File: config.mk
export PLATFORM = sky130hd
export DESIGN_NAME = spi_mem_arbiter
export DESIGN_NICKNAME = d
export VERILOG_FILES = /design/src/rtl/spi_mem_arbiter.sv
export SDC_FILE = /design/constraint.sdc
export NUM_CORES = 1
export LEC_CHECK = 0
export BUFFER_PORTS_ARGS = -buffer_cell sky130_fd_sc_hd__buf_4
export CORE_AREA = 4 4 66 113
export DETAILED_ROUTE_END_ITERATION = 8
export DIE_AREA = 0 0 70 117
export PLACE_DENSITY = 0.9
export SYNTH_ARGS = -nofsm -noshare
export SYNTH_HDL_FRONTEND = slang
export SYNTH_SLANG_ARGS = --single-unit
export TNS_END_PERCENT = 100
File: constraint.sdc
create_clock -name clk -period 3.25 [get_ports clk]
set_input_delay 0.1625 -clock clk [delete_from_list [all_inputs] [get_ports clk]]
set_output_delay 0.1625 -clock clk [all_outputs]
set_load 0.05 [all_outputs]
File: src/rtl/spi_mem_arbiter.sv
// Shares one synchronous RAM port between a non-stallable SPI slave and a CPU,
// parking SPI writes in a one-entry aged write buffer with read forwarding.
module spi_mem_arbiter #(
    parameter int AW     = 16,
    parameter int WB_MAX = 4
) (
    input  logic          clk,
    input  logic          rst,
    input  logic [23:0]   spi_addr,
    input  logic          spi_en,
    input  logic          spi_wr,
    input  logic [7:0]    spi_wdata,
    output logic [7:0]    spi_rdata,
    input  logic [AW-1:0] cpu_addr,
    input  logic          cpu_en,
    input  logic          cpu_wr,
    input  logic [7:0]    cpu_wdata,
    output logic [7:0]    cpu_rdata,
    output logic          cpu_rdy,
    output logic [AW-1:0] ram_addr,
    output logic          ram_en,
    output logic          ram_wr,
    output logic [7:0]    ram_wdata,
    input  logic [7:0]    ram_rdata,
    output logic          wb_overrun
);
    localparam int AGE_W = (WB_MAX > 1) ? $clog2(WB_MAX) : 1;
    localparam logic [AGE_W-1:0] AGE_MAX = AGE_W'(WB_MAX - 1);

    typedef enum logic [1:0] {G_NONE, G_SPI_RD, G_WB, G_CPU} grant_t;
    typedef enum logic [2:0] {O_NONE, O_SPI_RD, O_CPU, O_FWD_SPI, O_FWD_CPU, O_OOR} owner_t;

    grant_t          grant;
    owner_t          owner, next_owner;
    logic            wb_valid;
    logic [AW-1:0]   wb_addr;
    logic [7:0]      wb_data;
    logic [AGE_W-1:0] wb_age;
    logic [7:0]      fwd_data;

    logic spi_in_range, spi_rd_req, spi_wr_hit, wb_forced, spi_fwd, cpu_fwd;

    assign spi_in_range = (spi_addr[23:AW] == '0);
    assign spi_rd_req   = spi_en & ~spi_wr;
    assign spi_wr_hit   = spi_en & spi_wr & spi_in_range;
    assign wb_forced    = wb_valid & (wb_age == AGE_MAX);
    assign spi_fwd      = wb_valid & (wb_addr == spi_addr[AW-1:0]);
    assign cpu_fwd      = wb_valid & (wb_addr == cpu_addr);

    // Any SPI read strobe takes the slot, even out of range, so its 0xFF
    // result never competes with a CPU read for the single owner register.
    always_comb begin
        grant = G_NONE;
        if (rst)
            grant = G_NONE;
        else if (spi_rd_req)
            grant = G_SPI_RD;
        else if (wb_valid && (wb_forced || spi_wr_hit))
            grant = G_WB;
        else if (cpu_en)
            grant = G_CPU;
        else if (wb_valid)
            grant = G_WB;
    end

    always_comb begin
        ram_en     = 1'b0;
        ram_wr     = 1'b0;
        ram_addr   = '0;
        ram_wdata  = '0;
        next_owner = O_NONE;
        case (grant)
            G_SPI_RD: begin
                ram_addr = spi_addr[AW-1:0];
                if (spi_in_range) begin
                    ram_en     = 1'b1;
                    next_owner = spi_fwd ? O_FWD_SPI : O_SPI_RD;
                end else begin
                    next_owner = O_OOR;
                end
            end
            G_WB: begin
                ram_en    = 1'b1;
                ram_wr    = 1'b1;
                ram_addr  = wb_addr;
                ram_wdata = wb_data;
            end
            G_CPU: begin
                ram_en    = 1'b1;
                ram_wr    = cpu_wr;
                ram_addr  = cpu_addr;
                ram_wdata = cpu_wdata;
                if (!cpu_wr)
                    next_owner = cpu_fwd ? O_FWD_CPU : O_CPU;
            end
            default: ;
        endcase
    end

    assign cpu_rdy = ~cpu_en | (grant == G_CPU);

    // Read results land one edge after the RAM data appears.
    always_ff @(posedge clk or posedge rst) begin
        if (rst) begin
            owner     <= O_NONE;
            fwd_data  <= '0;
            spi_rdata <= '0;
            cpu_rdata <= '0;
        end else begin
            owner    <= next_owner;
            fwd_data <= wb_data;
            case (owner)
                O_SPI_RD:  spi_rdata <= ram_rdata;
                O_FWD_SPI: spi_rdata <= fwd_data;
                O_OOR:     spi_rdata <= 8'hFF;
                O_CPU:     cpu_rdata <= ram_rdata;
                O_FWD_CPU: cpu_rdata <= fwd_data;
                default: ;
            endcase
        end
    end

    always_ff @(posedge clk or posedge rst) begin
        if (rst) begin
            wb_valid   <= 1'b0;
            wb_addr    <= '0;
            wb_data    <= '0;
            wb_age     <= '0;
            wb_overrun <= 1'b0;
        end else if (spi_wr_hit) begin
            wb_valid <= 1'b1;
            wb_addr  <= spi_addr[AW-1:0];
            wb_data  <= spi_wdata;
            wb_age   <= '0;
            if (wb_valid)
                wb_overrun <= 1'b1;
        end else if (grant == G_WB) begin
            wb_valid <= 1'b0;
            wb_age   <= '0;
        end else if (grant == G_CPU && cpu_wr && cpu_fwd) begin
            // The CPU write supersedes the buffered byte, so it is dropped.
            wb_valid <= 1'b0;
            wb_age   <= '0;
        end else if (wb_valid && wb_age != AGE_MAX) begin
            wb_age <= wb_age + AGE_W'(1);
        end
    end
endmodule

==> reports/qor.txt <==
Status: completed
Post-Synthesis Net Count: 372
Area of the mapped netlist: 3170 um2
Launching element type of the critical path: input pin
Port bufs: 113
Gr ovfl total: 0
Detail Placement HPWL: 6670 um
Cell Count, Final, Fillers Out: 492
Clock Latency Late Sink: 280 ps
Detailed-route DRC error count: 0
Max Clk Rate: 344 MHz
Initial antenna violation count: 0
Cell chosen for the clock root: clkbuf_16
Leading cell type by number of instances after synthesis: dfrtp_1
Number of cells upsized or downsized after cts: 0
Number of rows in the core area: 39
Worst Setup End Kind: output pin
Ranking of synthesized cells by area: dfrtp_1 43%, mux2_2 9.2%, mux2i_1 7.9%, xor2_1 5.2%, nand2_1 4.4%
Synthesis-to-finish area growth: 32.3%
Required time of the critical path: 3090 ps
Net count reported at finish: 480
Buffer levels on the longest clock path: 2
Via count of the first global-routing pass: 2868
Worst setup slack after layout: 341 ps
Clock period minus worst slack: 2910 ps
Share of the yosys chip area belonging to registers: 43.4%
Number of antenna cells inserted: 0
Area occupied by registers: 1380 um2
Path type of the worst min-delay path: input pin to flop
Met2 Routed Length: 4930 um
Pin count of the biggest net entering global routing: 42
Synth cell count leaders: 55 x dfrtp_1, 37 x nand2_1, 26 x mux2_2
Post-layout total power: 1.72 mW
Unique masters post-synth: 42
Unrepaired setup endpoints after global routing: false
Effective utilization at floorplan: 48.5%
Synthesized area per cell: 10.5 um2
Top-level I/O count: 114
Flip-flop cell with the highest count after synthesis: dfrtp_1
Drt first-iter violations: 150
Overall Global Routing Usage: 20.7%
Routed Antenna Nets: 0
Placer's final routability congestion estimate: 0.858
Number of clock buffers inserted by TritonCTS: 5
Max-slew violation count: 0
CP Max Fanout: 18
Skew final: 6.49 ps
Worst Path Arrival: 2750 ps
TNS Setup: 0 ps
Total wire length: 8550 um
Proportion of netlist area held by the largest area contributor: 43.4%
Worst-case headroom to the max-slew limit: 28.9%
Total area of multi-input combinational cells: 1690 um2
Gate count of the mapped netlist: 301
Count of final hold-check violations: 0
Worst voltage drop across the vdd grid: 0.282 mV
Slew at the pin with the worst max-slew slack: 1070 ps
Highest metal layer used by the detailed router: met4
Share of layout cells above drive strength 1: 38.0%
Number of flops mapped to enable cells by yosys: 0
Ratio of final minimum period to clock period: 89.5%
Leakage dissipation: 2.16 nW
Detail Route met3 WL: 353 um
CTS tree: done
Power density relative to cell area: 409 nW/um2
Final worst hold slack: 110 ps
Mean routed wirelength per cell: 17.4 um
Height of the chip: 117 um
Post-placement setup slack: 838 ps
Max-cap viol count: 0
Number of placed instances, taps included: 483
Via count: 2756
Drt pass-1 iters: 4
Met1 routed wirelength after detailed routing: 3080 um
Syn. warnings: 0
Wire length of the first global-routing pass: 13600 um
Setup Crit Path Kind: input pin to output pin
Clock-pin slew reported for the worst setup and hold paths after clock tree synthesis: 70 ps
Number of levels the H-tree was split into: 2
Core footprint: 6540 um2
Post-synthesis async set-or-reset flop share: 100%
Final number of setup-violating endpoints: 0
FILL cells: 559
Cell type with the highest aggregate area in the netlist: dfrtp_1
Die width: 70 um
Avg Vias per Cell: 5.60
Number of sinks on the clock net: 55
Total die area: 8190 um2
Seq cells post-synth: 55
## state kept, by name (all words and copies together), names as in the netlist
signal	count
owner	3
wb_data	8
wb_addr	16
wb_valid	1
spi_rdata	8
cpu_rdata	8
wb_age	2
fwd_data	8
wb_overrun	1
## layout by cell type, fill, tap and decap left out, types with 3 or more instances in the layout
cell	instances
nand2_1	37
mux2_2	26
nor3_1	7
buf_4	114
xor2_1	19
o21ai_1	8
clkbuf_16	5
o21ai_0	12
dfrtp_1	55
nor4_1	5
a22o_1	8
xnor2_1	14
a21oi_1	7
nand3_1	3
clkinvlp_4	3
a22oi_1	8
o22ai_1	12
nor2_1	13
mux2i_1	25
nand4_1	3
## through the flow
stage	utilization (%)	instance area, um2
finish	64.2	4200
global route	64.2	4200
CTS	64.2	4200
detailed placement	61.8	4040
global placement	61.8	4040
floorplan	-	3170
## worst max-delay path, stage by stage
cell and delay, ps:
dlygate4sd3_1 520, buf_4 130, clkinvlp_4 310, and2_1 510, a21oi_4 540, mux2i_1 260
nor2_1 60, buf_4 240
## cell type report
cell class	instances	area share (%)
clock buffer	5	2.98
clock inverter	3	0.477
inverter	2	0.268
multi-input combinational	230	40.4
sequential	55	32.8
tap	82	2.45
timing repair buffer	115	20.6
## report_power, final
group	internal, mW	switching, mW	leakage [nW]
registers	0.721	0.0386	0.736
clock network	0.284	0.238	0.0658
logic	0.173	0.263	1.36
total	1.18	0.540	2.16
## timing repair
action                    CTS  global route
hold endpoints to repair   14             0
hold buffers                1             0
setup buffers               0             0
## path summary, 6_finish.rpt
check	start	endpoint	slack, ps	depth (start not counted)
min in group asynchronous	rst	wb_overrun	420	3
hold reg to reg	wb_data[3]	fwd_data[3]	400	0
setup / recovery	rst	ram_wdata[1]	340	8
hold / removal	spi_wdata[3]	wb_data[3]	110	2
max in group asynchronous	rst	wb_addr[3]	2010	4
setup reg to reg	owner[2]	cpu_rdata[2]	1070	4
## logic make-up after synthesis
group,synth area share (%)
and+or+nand+nor,13.7
AOI/OAI and AO/OA,13.1
DFF,43.4
muxes,17.1
xor gates and xnor gates,9.12
buffers and inverters,3.16
adders and majority gates,0.395
## metal layers
layer / vias to the layer above / track usage [%]
met3: 19 / 3.16
met1: 1336 / 21.6
met2: 100 / 40.7
met4: 0 / 8.70
li1: 1301 / -
met5: - / 0
Note: power is estimated with default switching activity, not from simulation.
